<file path="config.mk">
export PLATFORM = sky130hd
export DESIGN_NAME = zombie_wave_controller
export DESIGN_NICKNAME = d
export VERILOG_FILES = /design/src/rtl/zombie_pkg.sv /design/src/rtl/zombie_wave_controller_lfsr8.sv /design/src/rtl/zombie_wave_controller.sv
export SDC_FILE = /design/constraint.sdc
export NUM_CORES = 1
export LEC_CHECK = 0
export ABC_AREA = 1
export CAP_MARGIN = 30
export CORE_ASPECT_RATIO = 0.5
export CORE_MARGIN = 2
export CORE_UTILIZATION = 55
export DETAILED_ROUTE_END_ITERATION = 6
export PLACE_DENSITY = 0.88
export SKIP_CTS_REPAIR_TIMING = 1
export SLEW_MARGIN = 20
export SYNTH_ARGS = -nofsm -noshare
export SYNTH_HDL_FRONTEND = slang
export SYNTH_SLANG_ARGS = --single-unit
</file>
<file path="constraint.sdc">
create_clock -name clk_div -period 1.9 [get_ports clk_div]
set_clock_uncertainty 0.15 [all_clocks]
set_input_delay 0.38 -clock clk_div [delete_from_list [all_inputs] [get_ports clk_div]]
set_output_delay 0.38 -clock clk_div [all_outputs]
set_load 0.05 [all_outputs]
</file>
<file path="src/rtl/zombie_pkg.sv">
// zombie_pkg
// Shared types and constants for the zombie wave game sequencer.
//   state_t     : top-level game state (IDLE/LOAD/PLAY/OVER)
//   LIVES_INIT  : lives granted at the start of every game
//   LFSR_TAPS   : feedback tap mask for x^8+x^6+x^5+x^4+1
//   SCORE_MAX   : score saturation value
//   LOAD_SHIFTS : number of shifts needed to fill every slot
//   shift_in()  : pushes a new column into the top slot of a packed slot vector
package zombie_pkg;

  typedef enum logic [1:0] {
    IDLE = 2'd0,
    LOAD = 2'd1,
    PLAY = 2'd2,
    OVER = 2'd3
  } state_t;

  localparam logic [1:0] LIVES_INIT  = 2'd3;
  localparam logic [7:0] LFSR_TAPS   = 8'b1011_1000;
  localparam logic [7:0] SCORE_MAX   = 8'hFF;
  localparam logic [2:0] LOAD_SHIFTS = 3'd4;

  // Slot 0 lives in [7:6] and slot 3 in [1:0], so moving every zombie one
  // slot down is a right shift by one 2-bit field with the new column on top.
  function automatic logic [7:0] shift_in(input logic [7:0] slots,
                                          input logic [1:0] col);
    return {col, slots[7:2]};
  endfunction

endpackage

</file>
<file path="src/rtl/zombie_wave_controller_lfsr8.sv">
// lfsr8
// Free-running 8-bit Fibonacci LFSR, polynomial x^8+x^6+x^5+x^4+1.
// Shifts on every rising edge of clk_div regardless of game state.
//   clk_div : divided system clock
//   reset   : asynchronous, active-high; loads SEED
//   q       : current LFSR value
module lfsr8 #(
  parameter logic [7:0] SEED = 8'hA5
) (
  input  logic       clk_div,
  input  logic       reset,
  output logic [7:0] q
);
  import zombie_pkg::*;

  logic feedback;

  // XOR of the tapped bits (7,5,4,3) shifted into the LSB.
  assign feedback = ^(q & LFSR_TAPS);

  always_ff @(posedge clk_div or posedge reset) begin
    if (reset) begin
      q <= SEED;
    end else begin
      q <= {q[6:0], feedback};
    end
  end

endmodule

</file>
<file path="src/rtl/zombie_wave_controller.sv">
// zombie_wave_controller
// Game sequencer feeding the dot-matrix displayer. Holds four zombie column
// positions (slots), advances them on a programmable tick, injects a
// pseudo-random column at the top, resolves hits against the bottom slot and
// tracks score and lives.
//   clk_div   : divided system clock, all state changes on its rising edge
//   reset     : asynchronous, active-high
//   start     : pulse, begins a game from IDLE or OVER
//   hit_valid : pulse, player fired at hit_col
//   hit_col   : column fired at (0 = leftmost pair)
//   place     : slot positions, [7:6] top slot 0 ... [1:0] bottom slot 3
//   flag      : displayer blank/clear, low only while playing
//   score     : zombies killed, saturating at 255
//   lives     : remaining lives
//   game_over : high once the last life is lost
module zombie_wave_controller #(
  parameter int         STEP_TICKS = 50,
  parameter logic [7:0] LFSR_SEED  = 8'hA5
) (
  input  logic       clk_div,
  input  logic       reset,
  input  logic       start,
  input  logic       hit_valid,
  input  logic [1:0] hit_col,
  output logic [7:0] place,
  output logic       flag,
  output logic [7:0] score,
  output logic [1:0] lives,
  output logic       game_over
);
  import zombie_pkg::*;

  localparam int CNT_W = (STEP_TICKS > 2) ? $clog2(STEP_TICKS) : 1;
  localparam logic [CNT_W-1:0] STEP_LAST  = CNT_W'(STEP_TICKS - 1);
  localparam logic [CNT_W-1:0] STEP_FIRST = CNT_W'(1);

  state_t           state_reg;
  logic [CNT_W-1:0] step_cnt_reg;
  logic [2:0]       load_cnt_reg;

  logic [7:0] lfsr_q;
  logic [1:0] new_col;
  logic [5:0] lfsr_unused;
  logic       hit;
  logic       expiry;
  logic       life_lost;
  logic [1:0] lives_dec;
  logic [7:0] score_inc;

  lfsr8 #(
    .SEED (LFSR_SEED)
  ) u_lfsr (
    .clk_div (clk_div),
    .reset   (reset),
    .q       (lfsr_q)
  );

  // Only the two LSBs pick a column; the upper bits just keep the sequence long.
  assign new_col     = lfsr_q[1:0];
  assign lfsr_unused = lfsr_q[7:2];

  assign hit       = hit_valid && (hit_col == place[1:0]);
  assign expiry    = (step_cnt_reg == STEP_LAST);
  // A miss and an expiry in the same cycle cost a single life.
  assign life_lost = hit_valid || expiry;
  assign lives_dec = lives - 2'd1;
  assign score_inc = (score == SCORE_MAX) ? score : score + 8'd1;

  always_ff @(posedge clk_div or posedge reset) begin
    if (reset) begin
      state_reg    <= IDLE;
      place        <= 8'h00;
      flag         <= 1'b1;
      score        <= 8'h00;
      lives        <= 2'd0;
      game_over    <= 1'b0;
      step_cnt_reg <= '0;
      load_cnt_reg <= 3'd0;
    end else begin
      case (state_reg)
        IDLE, OVER: begin
          if (start) begin
            score        <= 8'h00;
            lives        <= LIVES_INIT;
            game_over    <= 1'b0;
            load_cnt_reg <= 3'd0;
            step_cnt_reg <= '0;
            state_reg    <= LOAD;
          end
        end

        LOAD: begin
          if (load_cnt_reg == LOAD_SHIFTS) begin
            // The cycle that enters PLAY already counts as the first tick of
            // the first step, so the first zombie arrives STEP_TICKS-1 edges
            // after flag falls and every later one STEP_TICKS apart.
            state_reg    <= PLAY;
            flag         <= 1'b0;
            step_cnt_reg <= STEP_FIRST;
          end else begin
            place        <= shift_in(place, new_col);
            load_cnt_reg <= load_cnt_reg + 3'd1;
          end
        end

        PLAY: begin
          if (hit) begin
            score        <= score_inc;
            place        <= shift_in(place, new_col);
            step_cnt_reg <= '0;
          end else begin
            if (life_lost) begin
              lives <= lives_dec;
            end
            if (expiry) begin
              place        <= shift_in(place, new_col);
              step_cnt_reg <= '0;
            end else begin
              step_cnt_reg <= step_cnt_reg + CNT_W'(1);
            end
            if (life_lost && (lives_dec == 2'd0)) begin
              state_reg <= OVER;
              flag      <= 1'b1;
              game_over <= 1'b1;
            end
          end
        end

        default: begin
          state_reg <= IDLE;
        end
      endcase
    end
  end

endmodule

</file>
==> impl_metrics.yaml <==
finish:
  reg_top3: "place: 8 flops, score: 8 flops, u_lfsr.q: 8 flops"
  antenna_cells: 0
  fillCellCount: 245
  area_growth_syn_to_layout_pct: 25.4
  instances_no_fill: 343
  seqCellArea_um2: 985
  multiInputGateArea_um2: 1030
  fin_nets: 305
  drive_gt1_frac: 0.216
pwr:
  share_comb_of_total_power: 0.508
  p_sw_frac: 0.452
  seqPwrFrac: 0.271
  power.density_nw_per_um2: 1450
  static-leakage-power_nw: 1.34
  p_int_mw: 2.09
  ir_worst_vdd_uv: 813
  power_switching_mw: 1.72
  p_clk_frac: 0.220
  p_total_mw: 3.80
global_routing:
  globalRouteMet2Util: 0.412
  grt_antenna_before_repair: 0
  grtUsageMet1: 0.290
  grt-ovfl-total: 0
  busiest_layer: "met2"
  grt_pass1_vias: 1713
  grt_use_total: 0.233
  grt_pass1_wl_um: 7690
  grtUsageMet3: 0.0583
  grt_max_degree: 40
die:
  top_level_ports: 26
  die-area_um2: 4350
  core.rowCount: 15
  core_um2: 3550
  die_h_um: 47.6
  start_util: 0.590
  die_x_um: 91.3
yosys:
  syn-cell-area_um2: 2090
  synth_edf_count: 0
  synth_nets: 267
  yosys.area.top_type: "dfrtp_1"
  ys_ff_latch: 39
  ys_seq_area_frac: 0.469
  yosys-top-cells-count: "nand2_1 (86), dfrtp_1 (34), nand3_1 (32), inv_1 (23), nor2_1 (15)"
  yosysMostFrequentCell: "nand2_1"
  async_flop_share: 1.00
  avgSynthCellArea_um2: 8.28
  synth_top_area_share: 0.406
  synth_ff_type: "dfrtp_1"
  synthTopCellsByArea: "dfrtp_1 (41%), nand2_1 (15%), nand3_1 (7.6%)"
  synth_cell_types: 29
  syn_inst: 253
  yosys_warnings: 0
min_path:
  hp-class: "reg2reg"
critical_path:
  crit_buf_inv: 1
  required_ns: 1.99
  crit_type: "reg2reg"
  crit_path_start_kind: "register"
  path_cells: "ha_1 -> nand2_1 -> inv_1 -> nand2_1 -> o21ai_0 -> o21ai_4 -> nand2_4 -> nand2_1 -> nand2_1"
  cpLargestDelayFamily: "compound AO/OA/AOI/OAI gates"
  critPathCaptureType: "register"
  crit_top_cell: "nand2_1"
  critPathMaxStageDelay_ns: 0.41
  cpMaxStageDelayCell: "dfrtp_2"
  cp.arrival_ns: 1.89
  cp_max_fo: 9
drt:
  wirelength_um: 4740
  drc: 0
  ant_nets: 0
  drtIter0Drc: 79
  first_pass_iters: 4
  vias_per_cell: 5.31
  vias: 1822
  wl_per_cell_um: 13.8
flow_run:
  maxCapViolCount: 0
run_status:
  status: "complete, no violations"
placed_design:
  port_buffers: 25
  dpl.hpwl_um: 3300
  pre_cts_ws_ns: -0.118
  gp_congestion: 0.884
  placed_cells: 333
clocking:
  cts.htree.levels: 2
  clk_pin_slew_ns: 0.08
  clk_latency_ns: 0.30
  cts_root_buf: "clkbuf_8"
  clock-sinks: 39
  clk_path_buf_depth: 2
  cts_tree: "built"
  cts_buffers: 5
sta:
  maxSlewHeadroom: 0.767
  period_share: 0.950
  worst_pin_slew_ns: 0.346
  min_period_ns: 1.81
  fmax_mhz: 554
  worst_slack_ns: 0.0944
  maxSlewViolCount: 0
  whs_ns: 0.209
  finalHoldViolations: 0
  finalSetupViolCount: 0
-- cell type report --
class	instances	area share
clock buffers	5	0.0262
multi-input cells	185	0.391
repair buffers	33	0.118
flip-flops and latches	39	0.375
well taps	51	0.0243
inverters	27	0.0395
clock inverters	3	0.0257
-- through the flow --
stage                      TNS, ns   util  cell area [um2]
final                            0  0.740             2630
after global routing       -0.0244  0.740             2630
after CTS                 -0.00958  0.728             2580
after detailed placement     -1.79  0.690             2450
after global placement      -0.747  0.690             2450
after floorplan                  0      -             2100
-- worst paths after layout --
kind                                            start                    end  slack [ns]  cells past startpoint
worst max-delay path             score[0]$_DFFE_PP0P_   score[3]$_DFFE_PP0P_        0.09                      9
worst min-delay path            u_lfsr.q[6]$_DFF_PP0_  u_lfsr.q[7]$_DFF_PP1_        0.21                      0
worst max register to register   score[0]$_DFFE_PP0P_   score[3]$_DFFE_PP0P_        0.09                      9
worst min register to register  u_lfsr.q[6]$_DFF_PP0_  u_lfsr.q[7]$_DFF_PP1_        0.21                      0
max in group asynchronous                       reset  u_lfsr.q[5]$_DFF_PP1_        1.06                      3
min in group asynchronous                       reset  u_lfsr.q[1]$_DFF_PP0_        0.28                      3
-- cells by family after synthesis --
family                     count (synthesis)  share of synthesized area
AOI/OAI and AO/OA                         12                     0.0388
adders and majority gates                  8                     0.0478
and+or+nand+nor                          158                      0.362
buffers and inverters                     29                     0.0532
xor gates and xnor gates                   7                     0.0293
DFF                                       39                      0.469
-- placed cells by master (no fill, tap or decap), drive strengths merged, types with 5 or more instances in the layout --
master,netlist,routed
nand3,32,32
inv,27,27
dfrtp,34,34
nand4,8,8
o21ai,8,8
buf,2,28
nand2,91,91
clkdlybuf4s50,0,5
clkbuf,0,5
dfstp,5,5
ha,8,8
nor2,19,19
-- layer usage --
metal,wire [um],part of all wire
met1,2200,0.46
met2,2290,0.48
met3,187,0.039
met4,70,0.015
met5,0,0
-- power by group through the flow --
| stage | combinational (mW) | clock (mW) | sequential (mW) |
|---|---|---|---|
| after floorplan | 1.14 | 0 | 1.17 |
| after global placement | 1.66 | 0 | 1.03 |
| after detailed placement | 1.73 | 0 | 1.04 |
| after CTS | 1.74 | 0.839 | 1.02 |
| after global routing | 2.09 | 0.874 | 1.04 |
| final | 1.93 | 0.838 | 1.03 |
No activity file was read; power rests on OpenSTA's default activity.
